**src/rtl/fib_seq_engine_pkg.sv**
```systemverilog
// Shared types for the Fibonacci engine: ALU opcodes and FSM states.
// Imported by the ALU and the engine top.
package fib_pkg;

  localparam int FIB_WIDTH = 10;
  localparam int FIB_NW    = 6;

  typedef enum logic [2:0] {
    OP_PASS_X = 3'b000,
    OP_PASS_Y = 3'b001,
    OP_ONE    = 3'b010,
    OP_DEC    = 3'b011,
    OP_ADD    = 3'b100
  } alu_op_e;

  typedef enum logic {
    ST_IDLE = 1'b0,
    ST_RUN  = 1'b1
  } state_e;

endpackage

```
**src/rtl/fib_seq_engine_if.sv**
```systemverilog
// Start/busy/done handshake bundle for fib_seq_engine.
// master: start,n out / busy,done,result,overflow in; slave: reverse.
interface fib_seq_engine_if #(
  parameter int WIDTH = 10,
  parameter int NW    = 6
);
  logic             start;
  logic [NW-1:0]    n;
  logic             busy;
  logic             done;
  logic [WIDTH-1:0] result;
  logic             overflow;

  modport master (
    output start, n,
    input  busy, done, result, overflow
  );

  modport slave (
    input  start, n,
    output busy, done, result, overflow
  );
endinterface

```
**src/rtl/fib_seq_engine_alu.sv**
```systemverilog
// fib_alu: combinational function-select ALU (pass/one/dec/add).
// Ports: fnselect[2:0], x, y -> z, cout (cout valid for OP_ADD only).
module fib_alu
  import fib_pkg::*;
#(
  parameter int WIDTH = 10
) (
  input  logic [2:0]       fnselect,
  input  logic [WIDTH-1:0] x,
  input  logic [WIDTH-1:0] y,
  output logic [WIDTH-1:0] z,
  output logic             cout
);

  always_comb begin
    z    = '0;
    cout = 1'b0;
    case (fnselect)
      OP_PASS_X: z = x;
      OP_PASS_Y: z = y;
      OP_ONE:    z = WIDTH'(1);
      OP_DEC:    z = x - WIDTH'(1);
      OP_ADD:    {cout, z} = {1'b0, x} + {1'b0, y};
      default: begin
        z    = '0;
        cout = 1'b0;
      end
    endcase
  end

endmodule

```
**src/rtl/fib_seq_engine.sv**
```systemverilog
// Sequential Fibonacci engine: F(n) with overflow, start/busy/done handshake.
// Ports: clk, rst_n (async low), bus (slave). Option: FIB_SAT_EN saturates result.
module fib_seq_engine
  import fib_pkg::*;
#(
  parameter int WIDTH = FIB_WIDTH,
  parameter int NW    = FIB_NW
) (
  input logic              clk,
  input logic              rst_n,
  fib_seq_engine_if.slave  bus
);

  state_e           state_q;
  logic [WIDTH-1:0] a_q, b_q, res_q;
  logic [NW-1:0]    cnt_q;
  logic             a_ovf_q, b_ovf_q;
  logic             busy_q, done_q, ovf_q;

  logic             step;
  logic [2:0]       op;
  logic [WIDTH-1:0] alu_z;
  logic             alu_c;

  assign step = (state_q == ST_RUN) && (cnt_q != '0);
  assign op   = step ? OP_ADD : OP_PASS_X;

  fib_alu #(.WIDTH(WIDTH)) u_alu (
    .fnselect (op),
    .x        (a_q),
    .y        (b_q),
    .z        (alu_z),
    .cout     (alu_c)
  );

  always_ff @(posedge clk or negedge rst_n) begin
    if (!rst_n) begin
      state_q <= ST_IDLE;
      a_q     <= '0;
      b_q     <= '0;
      cnt_q   <= '0;
      a_ovf_q <= 1'b0;
      b_ovf_q <= 1'b0;
      busy_q  <= 1'b0;
      done_q  <= 1'b0;
      res_q   <= '0;
      ovf_q   <= 1'b0;
    end else begin
      unique case (state_q)
        ST_IDLE: begin
          done_q <= 1'b0;
          if (bus.start) begin
            a_q     <= '0;
            b_q     <= WIDTH'(1);
            cnt_q   <= bus.n;
            a_ovf_q <= 1'b0;
            b_ovf_q <= 1'b0;
            busy_q  <= 1'b1;
            state_q <= ST_RUN;
          end
        end
        ST_RUN: begin
          if (step) begin
            a_q     <= b_q;
            b_q     <= alu_z;
            cnt_q   <= cnt_q - NW'(1);
            // a's flag follows a; b's flag absorbs any wrap so far
            a_ovf_q <= b_ovf_q;
            b_ovf_q <= b_ovf_q | a_ovf_q | alu_c;
          end else begin
`ifdef FIB_SAT_EN
            res_q   <= a_ovf_q ? '1 : alu_z;
`else
            res_q   <= alu_z;
`endif
            ovf_q   <= a_ovf_q;
            done_q  <= 1'b1;
            busy_q  <= 1'b0;
            state_q <= ST_IDLE;
          end
        end
        default: state_q <= ST_IDLE;
      endcase
    end
  end

  assign bus.busy     = busy_q;
  assign bus.done     = done_q;
  assign bus.result   = res_q;
  assign bus.overflow = ovf_q;

endmodule

```
**src/flat_wrapper.sv**
```systemverilog
// flat-port wrapper written by rule: the top's interface ports become plain ports
module fib_seq_engine_flat import fib_pkg::*;
#(
  parameter int WIDTH = FIB_WIDTH,
  parameter int NW    = FIB_NW
)
  (clk, rst_n, bus_start, bus_n, bus_busy, bus_done, bus_result, bus_overflow);
  fib_seq_engine_if #(.WIDTH(WIDTH), .NW(NW)) bus_i ();
  input logic clk;
  input logic rst_n;
  input wire logic [$bits(bus_i.start)-1:0] bus_start;
  input wire logic [$bits(bus_i.n)-1:0] bus_n;
  output wire logic [$bits(bus_i.busy)-1:0] bus_busy;
  output wire logic [$bits(bus_i.done)-1:0] bus_done;
  output wire logic [$bits(bus_i.result)-1:0] bus_result;
  output wire logic [$bits(bus_i.overflow)-1:0] bus_overflow;
  assign bus_i.start = bus_start;
  assign bus_i.n = bus_n;
  assign bus_busy = bus_i.busy;
  assign bus_done = bus_i.done;
  assign bus_result = bus_i.result;
  assign bus_overflow = bus_i.overflow;
  fib_seq_engine #(.WIDTH(WIDTH), .NW(NW)) u_core (.clk(clk), .rst_n(rst_n), .bus(bus_i));
endmodule
```
**config.mk**
```make
export PLATFORM = sky130hd
export DESIGN_NAME = fib_seq_engine_flat
export DESIGN_NICKNAME = d
export VERILOG_FILES = /design/src/rtl/fib_seq_engine_pkg.sv /design/src/rtl/fib_seq_engine_if.sv /design/src/rtl/fib_seq_engine_alu.sv /design/src/rtl/fib_seq_engine.sv /design/src/flat_wrapper.sv
export SDC_FILE = /design/constraint.sdc
export NUM_CORES = 1
export LEC_CHECK = 0
export ABC_AREA = 1
export CAP_MARGIN = 20
export CORE_ASPECT_RATIO = 0.5
export CORE_MARGIN = 1.5
export CORE_UTILIZATION = 57
export DETAILED_ROUTE_END_ITERATION = 6
export GPL_TIMING_DRIVEN = 0
export PLACE_DENSITY = 0.79
export SYNTH_ARGS = -nofsm -noshare
export SYNTH_HDL_FRONTEND = slang
export SYNTH_SLANG_ARGS = --single-unit
```
**constraint.sdc**
```tcl
create_clock -name clk -period 2.1 [get_ports clk]
set_input_delay 0.42 -clock clk [delete_from_list [all_inputs] [get_ports clk]]
set_output_delay 0.42 -clock clk [all_outputs]
set_load 0.02 [all_outputs]
```
== Word level (Yosys, flattened, before mapping) ==
Index checks and enable logic that the tools add are counted.
Widths: inputs -> output; s select.

* Register bits: 42
* Logic and storage cells: 55

* $add $sub $neg: 3
* Equality and inequality tests: 7
* Multiplexer cells: 25
* Bitwise gates (word level): 4
* Reduce and logical (&&, ||, !) cells: 6

{| class="wikitable"
|+ Operators with widths
! kind !! count
|-
| $pmux 10 s5 || 1
|-
| $mux 10 || 4
|-
| $pmux 10 s2 || 2
|-
| $mux 6 || 2
|-
| $pmux 6 s2 || 1
|-
| $add 10x10->11 || 1
|-
| $pmux 1 s2 || 5
|-
| $sub 10x1->10 const B || 1
|-
| $mux 1 || 9
|-
| $eq 3x2->1 const B || 2
|-
| $ne 2x2->1 const B || 3
|-
| $reduce_and 2->1 || 3
|-
| $reduce_bool 6->1 || 1
|-
| $sub 6x1->6 const B || 1
|-
| $eq 3x1->1 const B || 1
|-
| $eq 3x3->1 const B || 1
|-
| $logic_not 3->1 || 1
|-
| $mux 3 || 1
|-
| $not 1->1 || 2
|-
| $or 1x1->1 || 2
|-
| $logic_and 1x1->1 || 1
|}

== Longest topological paths before layout ==
Gate-level depths: netlist of the first run.

* Depth in word-level cells: 8
* Mapped depth: 10

== Hierarchy ==
A second synthesis of the first run with hierarchy kept.

* Cells, all modules: 383
* Area total of the unflattened synthesis: 2860.2 um^2

{| class="wikitable"
|+ By module, submodules not included
! module !! instances !! cells an instance !! area an instance (um^2)
|-
| fib_seq_engine || 1 || 193 || 1864.3
|-
| fib_alu || 1 || 190 || 996.0
|}

== Worst setup path after synthesis of the first run ==
No wires, ideal clock.

* Path type: register -> register
* Start: reg u_core.b_q[0]
* End: reg u_core.b_q[6]
* Setup time: 117 ps
* Arrival time: 1461 ps
* Required time: 1983 ps
* Setup slack: 522 ps
* Stages on the path, launching flop included: 10
* Path buffers: 0
* Cell sequence: dfrtp_1 -> ha_1 -> inv_1 -> fa_1 -> o21ai_2 -> nand4_1 -> nand2_1 -> nand2_1 -> nand3_2 -> nand2_1

* Cells in the longest elaborated chain, start to end: 4

{| class="wikitable"
|+ RTL lines
! element !! line !! source
|-
| start: declaration || fib_seq_engine.sv:15 || <nowiki>logic [WIDTH-1:0] a_q, b_q, res_q;</nowiki>
|-
| start signal: assignment || fib_seq_engine.sv:65 || <nowiki>b_q <= alu_z;</nowiki>
|-
| $add 10x10->11 || fib_seq_engine_alu.sv:23 || <nowiki>OP_ADD: {cout, z} = {1'b0, x} + {1'b0, y};</nowiki>
|-
| $pmux 10 s5 || fib_seq_engine_alu.sv:18 || <nowiki>case (fnselect)</nowiki>
|-
| $mux 10 || fib_seq_engine.sv:63 || <nowiki>if (step) begin</nowiki>
|-
| $pmux 10 s2 || fib_seq_engine.sv:49 || <nowiki>unique case (state_q)</nowiki>
|}

Every way passes these cells. The select of a mux whose other input is x is not followed.
A chain may end at the register's enable or synchronous reset.

== Worst setup path in the final report of the first run ==
* Start: reg u_core.b_q[0]
* End: reg u_core.b_ovf_q

* Cells in the longest elaborated chain, start to end: 5

{| class="wikitable"
|+ RTL lines
! element !! line !! source
|-
| $add 10x10->11 || fib_seq_engine_alu.sv:23 ||
|-
| $mux 1 || fib_seq_engine_alu.sv:18 ||
|-
| $or 1x1->1 || fib_seq_engine.sv:69 || <nowiki>b_ovf_q <= b_ovf_q | a_ovf_q | alu_c;</nowiki>
|-
| $mux 1 || fib_seq_engine.sv:63 ||
|-
| $pmux 1 s2 || fib_seq_engine.sv:49 ||
|-
| end signal: assignment || fib_seq_engine.sv:69 ||
|-
| end: declaration || fib_seq_engine.sv:17 || <nowiki>logic a_ovf_q, b_ovf_q;</nowiki>
|}

Every way passes these cells. The select of a mux whose other input is x is not followed.

==> qor.txt, run 1 <==
antenna cells = 0
post-CTS setup buffers = 0
number of enable flip-flop cells after synthesis = 0
die area = 4466 µm²
Die Y = 48.01 µm
Rel. slew slack = 0.7110
Die W = 93.03 µm
Iter 0 DRT Violations = 63
# hold bufs at CTS = 0
hold slack = 0.05597 ns
post-synth top area cell = dfrtp_1
Mapped Avg Cell Area = 8.369 µm²
kind of critical path = flip-flop to flip-flop
first-pass GRT wire length = 7.693 mm
post_cts resized = 0
DR WL/cell = 13.03 µm
Area after DPL = 2603 µm²
startpoint types = flip-flop
Starting Density = 0.5947
status = completed
distinct cell type count after synthesis = 29
Design Area, Final = 2694 µm²
R2R Setup Slk = 0.30 ns
DRT Pass-1 Iters = 4
layout cell share with drive strength beyond 1 = 0.1307
initial antenna violation count = 0
GP Congestion = 0.8622
Period Utilization, post-route = 0.8551
Synthesis Warnings = 0
Hold Fails Final Rpt = 0
global route overflow = 0
Min Clock Period, post-route = 1.796 ns
worst hold path type = primary input to asynchronous set/reset pin
final wirelength = 4.691 mm
number of port buffers = 21
largest net degree at the start of global routing = 26
dpl hpwl = 3.422 mm
antenna-violating nets left = 0
Mapped Cells = 276
share of async-settable or async-resettable flops after synthesis = 1.000
CTS Buf Count = 5
clock sinks = 42
Mapped Area = 2310 µm²
Max Freq = 556.9 MHz
Crit path largest cell delay = 0.42 ns
reg2reg end = u_core.b_ovf_q$_DFFE_PN0P_
core area = 3884 µm²
Peak VDD IR = 0.001005 V
slowest cell on the critical path = fa_1
CTS Buffer Depth = 2
number of nets in the layout = 327
clock slew at reported path FFs = 0.08 ns
Synth area leaders = dfrtp_1 46%, nand2_1 14%, ha_1 6.5%
global-route usage over all layers = 0.2337
Synth top area share = 0.4550
Worst Skew = 0.005580 ns
H-tree depth = 2
crit path cell chain = ha_1 > inv_1 > fa_1 > o21ai_2 > nand3_1 > nand2_1 > nand3_1 > nand2_1 > nand2_1 > nand2_1
worst-margin pin slew = 0.4335 ns
# IOs = 22
drt drc = 0
CTS tree = yes
via count = 1841
RSZ-0062 raised after global routing = no
Pins Over Slew Limit = 0
Worst R2R Path Depth = 10
area delta synth->final = 16.63%
fin cells = 360
ys flop type = dfrtp_1
data required time of the worst path = 2.33 ns
syn nets = 298
num rows = 16
CP most frequent cell = nand2_1
Setup-failing EPs final = 0
post-DR vias/cell = 5.114
Lkg Pwr = 1.367 nW
WP data arrival = 2.03 ns
most common cell in the netlist = nand2_1
post-layout util = 0.6936
Clock Latency Late Sink = 0.29 ns
root buf cell = clkbuf_8
#FFs+latches synth = 42
pwr dens = 1942 nW/µm²
CP endpoint kind = flip-flop
post-synthesis sequential area ratio = 0.4550
Commonest cells post-synth = 85 x nand2_1, 42 x dfrtp_1, 31 x inv_1, 21 x nor2_1
vias in the first global route = 1646
placed insts = 352
Max Cap Viol = 0
Reg-to-Reg Start = u_core.b_q[0]$_DFFE_PN0P_
Crit Path Max Fanout = 4
## power breakdown
group / internal [mW] / switching, mW
combinational: 1.34 / 1.84
clock: 0.265 / 0.273
sequential: 1.24 / 0.269
## cells in the final DEF, fill, tap and decap left out, types with 6 or more instances in the layout
| master | n |
|---|---|
| a21oi_1 | 10 |
| o21ai_1 | 12 |
| clkdlybuf4s50_1 | 20 |
| clkbuf_8 | 6 |
| nand2_1 | 85 |
| nor2_1 | 21 |
| inv_1 | 31 |
| nand3_1 | 12 |
| dfrtp_1 | 42 |
| ha_1 | 12 |
| o21ai_0 | 9 |
## how the worst max path moves through the flow
stage | startpoint | end | slack [ns] | cells after the start
6_report | u_core.b_q[0]$_DFFE_PN0P_ | u_core.b_ovf_q$_DFFE_PN0P_ | 0.30 | 10
5_1_grt | u_core.b_q[0]$_DFFE_PN0P_ | u_core.b_ovf_q$_DFFE_PN0P_ | 0.11 | 10
4_1_cts | u_core.b_q[0]$_DFFE_PN0P_ | u_core.b_ovf_q$_DFFE_PN0P_ | 0.29 | 10
3_5_place_dp | u_core.b_q[0]$_DFFE_PN0P_ | u_core.b_ovf_q$_DFFE_PN0P_ | 0.31 | 10
3_3_place_gp | rst_n | u_core.cnt_q[0]$_DFFE_PN0P_ | -0.44 | 1
2_1_floorplan | u_core.b_q[0]$_DFFE_PN0P_ | u_core.b_q[6]$_DFFE_PN0P_ | 0.52 | 9
## metal layers
metal | part of all wire | GRT usage
met5 | 0 | 0
met4 | 0.012 | 0.08788
met3 | 0.028 | 0.05238
met1 | 0.49 | 0.3121
met2 | 0.47 | 0.3869
## state kept, by name (all words and copies together), names as in the netlist
name	cells
u_core.bus.done	1
u_core.cnt_q	6
u_core.bus.result	10
u_core.a_q	10
u_core.b_ovf_q	1
u_core.b_q	10
u_core.bus.overflow	1
u_core.bus.busy	1
u_core.state_q	1
u_core.a_ovf_q	1
## through the flow
stage | power, mW | setup WS (ns) | TNS, ns
2_1_floorplan | 3.899 | 0.5222 | 0
3_3_place_gp | 4.563 | -0.4429 | -18.51
3_5_place_dp | 4.695 | 0.3053 | 0
4_1_cts | 5.250 | 0.2928 | 0
5_1_grt | 5.772 | 0.1135 | 0
6_report | 5.231 | 0.3043 | 0
## kinds of logic after synthesis
kind of cell,share of synthesized area
compound gates,0.1230
xor+xnor,0.003793
fa+ha+maj,0.07367
buf+inv,0.09101
flops,0.4550
simple gates,0.2535
## critical path: cells and delay by family, from the launching register on
family	cells	cell delay [ns]
adder cells (fa/ha/maj)	2	0.62
AND/OR/NAND/NOR	6	0.47
flip-flops	1	0.36
AO/OA/AOI/OAI	1	0.22
buffers and inverters	1	0.07
## area by class of cell
| type | instances | area, µm² |
|---|---|---|
| multi-input combinational | 193 | 1049 |
| inverter | 33 | 128.9 |
| buffer | 8 | 81.33 |
| sequential | 42 | 1051 |
| clock inverter | 1 | 5.005 |
| timing repair buffer | 22 | 225.2 |
| clock buffer | 7 | 86.33 |
| fill | 328 | 1190 |
| tap | 54 | 67.56 |
(Power assumes the default switching activity.)
==> inputs of run 2 (changes only) <==
--- a/config.mk
+++ b/config.mk
@@ -8,7 +8,7 @@
 export ABC_AREA = 1
 export CAP_MARGIN = 20
 export CORE_ASPECT_RATIO = 0.5
-export CORE_MARGIN = 1.5
+export CORE_MARGIN = 3
 export CORE_UTILIZATION = 57
 export DETAILED_ROUTE_END_ITERATION = 6
 export GPL_TIMING_DRIVEN = 0
@@ -16,3 +16,4 @@
 export SYNTH_ARGS = -nofsm -noshare
 export SYNTH_HDL_FRONTEND = slang
 export SYNTH_SLANG_ARGS = --single-unit
+export TNS_END_PERCENT = 10
==> run 2 against run 1 <==
Utilization is 4.8 points higher. Combinational power rose by 1%. Sequential share of layout area is 0.31 points lower. Clock skew is 0.00060 ns lower. First-iteration DRC count rose by 48%. Via count up 2.0%. Fmax down 1.9%. Critical path depth is the same. Worst setup slack worse by 0.034 ns. Clock power rose by 16%.
==> qor.txt, run 2 (synthesis gave the netlist of run 1 again) <==
fill count = 285
Reg-to-Reg Start = u_core.b_q[0]$_DFFE_PN0P_
area delta synth->final = 17.55%
Lkg Pwr = 1.380 nW
# IOs = 22
CTS tree = yes
pwr dens = 1973 nW/µm²
core area = 3660 µm²
crit path cell chain = ha_1 > inv_1 > fa_1 > o21ai_2 > nand3_1 > nand2_1 > nand3_1 > nand2_1 > nand2_1 > nand2_1
commonest cells after routing, fill and taps aside = 85 x nand2_1, 42 x dfrtp_1, 31 x inv_1
Setup-failing EPs final = 0
Hold Fails Final Rpt = 0
Clock Latency Late Sink = 0.29 ns
Switch Pwr = 2.420 mW
startpoint types = flip-flop
Rel. slew slack = 0.6594
Period Utilization, post-route = 0.8712
Iter 0 DRT Violations = 93
PnR worst setup slack = 0.2704 ns
GP Congestion = 0.8460
M2 GR Usage = 0.3623
largest net degree at the start of global routing = 23
Max Freq = 546.6 MHz
worst hold path type = primary input to asynchronous set/reset pin
post_cts resized = 0
Combinational Power Share = 0.602
CP most frequent cell = nand2_1
switching share of power = 0.4518
Die W = 96.03 µm
Peak VDD IR = 0.0009348 V
clock slew at reported path FFs = 0.08 ns
layout cell share with drive strength beyond 1 = 0.1340
Pins Over Slew Limit = 0
worst-margin pin slew = 0.5109 ns
Crit Path Max Fanout = 4
CTS Buf Count = 5
CP endpoint kind = flip-flop
Crit path largest cell delay = 0.42 ns
P_int = 2.936 mW
RSZ-0062 raised after global routing = no
drt drc = 0
Reg power frac = 0.281
status = completed
kind of critical path = flip-flop to flip-flop
global-route usage over all layers = 0.2249
layer with the highest usage = met2
Worst Skew = 0.004983 ns
reg2reg end = u_core.b_ovf_q$_DFFE_PN0P_
WP data arrival = 2.07 ns
clock sinks = 42
num rows = 15
final setup TNS = 0 ns
# hold bufs at CTS = 0
root buf cell = clkbuf_8
antenna-violating nets left = 0
fin cells = 357
Starting Density = 0.6311
Die Y = 51.01 µm
CTS Buffer Depth = 2
initial antenna violation count = 0
R2R Setup Slk = 0.27 ns
number of nets in the layout = 327
met3 Use GR = 0.04853
vias in the first global route = 1823
via count = 1878
met1 Use GR = 0.3072
commonest non-fill, non-tap cell in the layout = nand2_1
post-CTS setup buffers = 0
H-tree depth = 2
placed insts = 349
antenna cells = 0
Worst R2R Path Depth = 10
DR WL/cell = 13.29 µm
data required time of the worst path = 2.34 ns
DRT Pass-1 Iters = 4
die area = 4898 µm²
number of port buffers = 21
first-pass GRT wire length = 8.321 mm
Min Clock Period, post-route = 1.830 ns
dpl hpwl = 3.487 mm
slowest cell on the critical path = fa_1
pre-CTS setup slack = 0.3140 ns
Clock power frac = 0.117
Max Cap Viol = 0
post-DR vias/cell = 5.261
final wirelength = 4.744 mm
global route overflow = 0
==> run 2: cell count changes in the layout (fill, tap and decap cells not counted), sizes merged <==
| cell | before | now |
|---|---|---|
| clkinv | 1 | 2 |
| clkbuf | 7 | 5 |
| bufinv | 0 | 1 |
==> run 2: worst max path at each step <==
| stage | to | slack, ns | startpoint | cells past startpoint |
|---|---|---|---|---|
| after global placement | u_core.cnt_q[3]$_DFFE_PN0P_ | -0.45 | rst_n | 1 |
| after detailed placement | u_core.b_ovf_q$_DFFE_PN0P_ | 0.31 | u_core.b_q[0]$_DFFE_PN0P_ | 10 |
| after floorplan | u_core.b_q[6]$_DFFE_PN0P_ | 0.52 | u_core.b_q[0]$_DFFE_PN0P_ | 9 |
| final | u_core.b_ovf_q$_DFFE_PN0P_ | 0.27 | u_core.b_q[0]$_DFFE_PN0P_ | 10 |
| after global routing | u_core.b_ovf_q$_DFFE_PN0P_ | 0.16 | u_core.b_q[0]$_DFFE_PN0P_ | 10 |
| after CTS | u_core.b_ovf_q$_DFFE_PN0P_ | 0.28 | u_core.b_q[0]$_DFFE_PN0P_ | 10 |
==> run 2: through the flow <==
stage	instance area, µm²	power (mW)	hold WS (ns)	util
after detailed placement	2606	4.713	0.4230	0.7121
after global placement	2584	4.567	0.4546	0.7060
after floorplan	2310	3.899	0.1244	-
after global routing	2715	5.870	0.1147	0.7419
final	2715	5.356	0.08806	0.7419
after CTS	2715	5.374	0.09554	0.7419
==> run 2: power by group through the flow <==
| stage | sequential [mW] | clock [mW] | combinational [mW] |
|---|---|---|---|
| floorplan | 1.62 | 0 | 2.28 |
| global placement | 1.50 | 0 | 3.07 |
| detailed placement | 1.52 | 0 | 3.19 |
| CTS | 1.51 | 0.646 | 3.22 |
| global route | 1.56 | 0.689 | 3.62 |
| finish | 1.51 | 0.626 | 3.22 |
==> run 2: layer usage <==
layer,vias up,wire [µm]
met5,-,0
met4,0,45
met3,5,300
met2,56,2133
met1,875,2264
li1,942,-
==> run 2: critical path, delay by kind of cell, from the launching register on <==
family / cells / cell delay, ns
AND/OR/NAND/NOR: 6 / 0.47
flip-flops: 1 / 0.36
buffers and inverters: 1 / 0.07
adder cells (fa/ha/maj): 2 / 0.65
AO/OA/AOI/OAI: 1 / 0.23
==> run 2: final cells by class <==
cell class / instances / area (µm²) / share of cell area
clock buffers: 5 / 68.82 / 0.02535
plain buffers: 8 / 81.33 / 0.02995
flip-flops and latches: 42 / 1051 / 0.3871
multi-input cells: 193 / 1049 / 0.3862
clock inverters: 3 / 40.04 / 0.01475
inverters: 33 / 128.9 / 0.04747
repair buffers: 22 / 232.7 / 0.08571
well taps: 51 / 63.81 / 0.02350
==> inputs of run 3 (changes only) <==
--- a/config.mk
+++ b/config.mk
@@ -9,10 +9,12 @@
 export CAP_MARGIN = 20
 export CORE_ASPECT_RATIO = 0.5
 export CORE_MARGIN = 3
-export CORE_UTILIZATION = 57
+export CORE_UTILIZATION = 51
 export DETAILED_ROUTE_END_ITERATION = 6
 export GPL_TIMING_DRIVEN = 0
-export PLACE_DENSITY = 0.79
+export PLACE_DENSITY = 0.72
+export REMOVE_ABC_BUFFERS = 1
+export SLEW_MARGIN = 5
 export SYNTH_ARGS = -nofsm -noshare
 export SYNTH_HDL_FRONTEND = slang
 export SYNTH_SLANG_ARGS = --single-unit
==> run 3 against run 2 <==
Hold slack lost 0.0060 ns. Fmax shrank 4.2%. Combinational power shrank 3%. Sequential power is essentially flat. Clock power shrank 20%.
==> qor.txt, run 3 (synthesis gave the netlist of run 1 again) <==
largest net degree at the start of global routing = 24
Die W = 101.2 µm
Iter 0 DRT Violations = 53
Crit Path Max Fanout = 20
fill count = 358
kind of critical path = flip-flop to flip-flop
first-pass GRT wire length = 8.135 mm
Period Utilization, post-route = 0.9090
fin cells = 353
Power Total = 5.148 mW
pwr dens = 1943 nW/µm²
Min Clock Period, post-route = 1.909 ns
dpl hpwl = 3.341 mm
number of nets in the layout = 321
WP data arrival = 2.09 ns
Worst Skew = 0.005182 ns
layer with the highest usage = met2
Max Freq = 523.8 MHz
met3 Use GR = 0.04269
antenna-violating nets left = 0
Pins Over Slew Limit = 0
num rows = 16
Lkg Pwr = 1.326 nW
CP endpoint kind = flip-flop
CTS Buffer Depth = 2
slowest cell on the critical path = dfrtp_1
startpoint types = flip-flop
CTS Buf Count = 5
RSZ-0062 raised after global routing = no
die area = 5421 µm²
placed insts = 344
DRT Pass-1 Iters = 4
post-DR vias/cell = 5.122
Clock Latency Late Sink = 0.29 ns
global-route usage over all layers = 0.1953
M2 GR Usage = 0.3236
Die Y = 53.59 µm
root buf cell = clkbuf_8
crit path cell chain = inv_1 > ha_1 > nand3_2 > nand2_2 > nand2_8 > clkinvlp_4 > buf_12 > a22o_1
global route overflow = 0
status = completed
Rel. slew slack = 0.5433
Starting Density = 0.5601
Setup-failing EPs final = 0
commonest non-fill, non-tap cell in the layout = nand2_1
initial antenna violation count = 0
worst hold path type = primary input to asynchronous set/reset pin
data required time of the worst path = 2.28 ns
Hold Fails Final Rpt = 0
Max Cap Viol = 0
clock sinks = 42
H-tree depth = 2
DR WL/cell = 13.39 µm
core area = 4124 µm²
hold slack = 0.08206 ns
commonest cells after routing, fill and taps aside = 85 x nand2_1, 42 x dfrtp_1, 30 x inv_1
vias in the first global route = 1760
layout cell share with drive strength beyond 1 = 0.1104
# IOs = 22
antenna cells = 0
GP Congestion = 0.8240
clock slew at reported path FFs = 0.08 ns
drt drc = 0
Peak VDD IR = 0.0008096 V
Crit path largest cell delay = 0.35 ns
via count = 1808
CTS tree = yes
area delta synth->final = 14.73%
met1 Use GR = 0.2641
number of port buffers = 21
final wirelength = 4.726 mm
worst-margin pin slew = 0.6843 ns
-- run 3: critical path: cells and delay by family (launching register included) --
kind	cells	cell delay, ns
AND/OR/NAND/NOR	3	0.62
AO/OA/AOI/OAI	1	0.17
buffers and inverters	3	0.43
adder cells (fa/ha/maj)	1	0.22
flip-flops	1	0.35
-- run 3: worst paths after layout --
check / from / end / slack [ns] / cells past startpoint
max: u_core.cnt_q[0]$_DFFE_PN0P_ / u_core.a_q[7]$_DFFE_PN0P_ / 0.19 / 8
min in group clk: u_core.bus.done$_DFFE_PN0P_ / u_core.bus.done$_DFFE_PN0P_ / 0.48 / 2
min reg2reg: u_core.bus.done$_DFFE_PN0P_ / u_core.bus.done$_DFFE_PN0P_ / 0.48 / 2
min: rst_n / u_core.bus.busy$_DFFE_PN0P_ / 0.08 / 1
max in group asynchronous: rst_n / u_core.a_q[7]$_DFFE_PN0P_ / 1.53 / 2
max reg2reg: u_core.cnt_q[0]$_DFFE_PN0P_ / u_core.a_q[7]$_DFFE_PN0P_ / 0.19 / 8
-- run 3: repair_timing --
action                     4_1_cts  5_1_grt
setup endpoints to repair       12        3
hold buffers                     0        0
buffers inserted                 0        2
pin swaps                        0        0
gates resized for setup          3        0
-- run 3: metrics by stage --
| stage | setup slack [ns] | area, µm² | TNS, ns | util |
|---|---|---|---|---|
| finish | 0.1910 | 2650 | 0 | 0.6426 |
| global route | 0.02500 | 2650 | 0 | 0.6426 |
| CTS | 0.03594 | 2623 | 0 | 0.6359 |
| detailed placement | -0.2145 | 2529 | -1.818 | 0.6132 |
| global placement | -0.4712 | 2506 | -20.48 | 0.6077 |
| floorplan | 0.3086 | 2228 | 0 | - |
-- run 3: power by group --
group,internal (mW),switching [mW]
logic,1.27,1.84
clock network,0.229,0.269
registers,1.24,0.288
total,2.75,2.40
-- run 3: metal layers --
layer  vias up  wire length (µm)
met2        35              2099
met1       845              2398
li1        924                 -
met5         -                 0
met4         0                45
met3         4               182
-- run 3: layout make-up --
class	instances	area, µm²	share of cell area
Clock buffer	7	76.32	0.02880
Inverter	33	132.6	0.05005
Sequential cell	42	1051	0.3966
Multi-Input combinational cell	193	1062	0.4009
Tap cell	54	67.56	0.02550
Timing Repair Buffer	24	260.3	0.09821
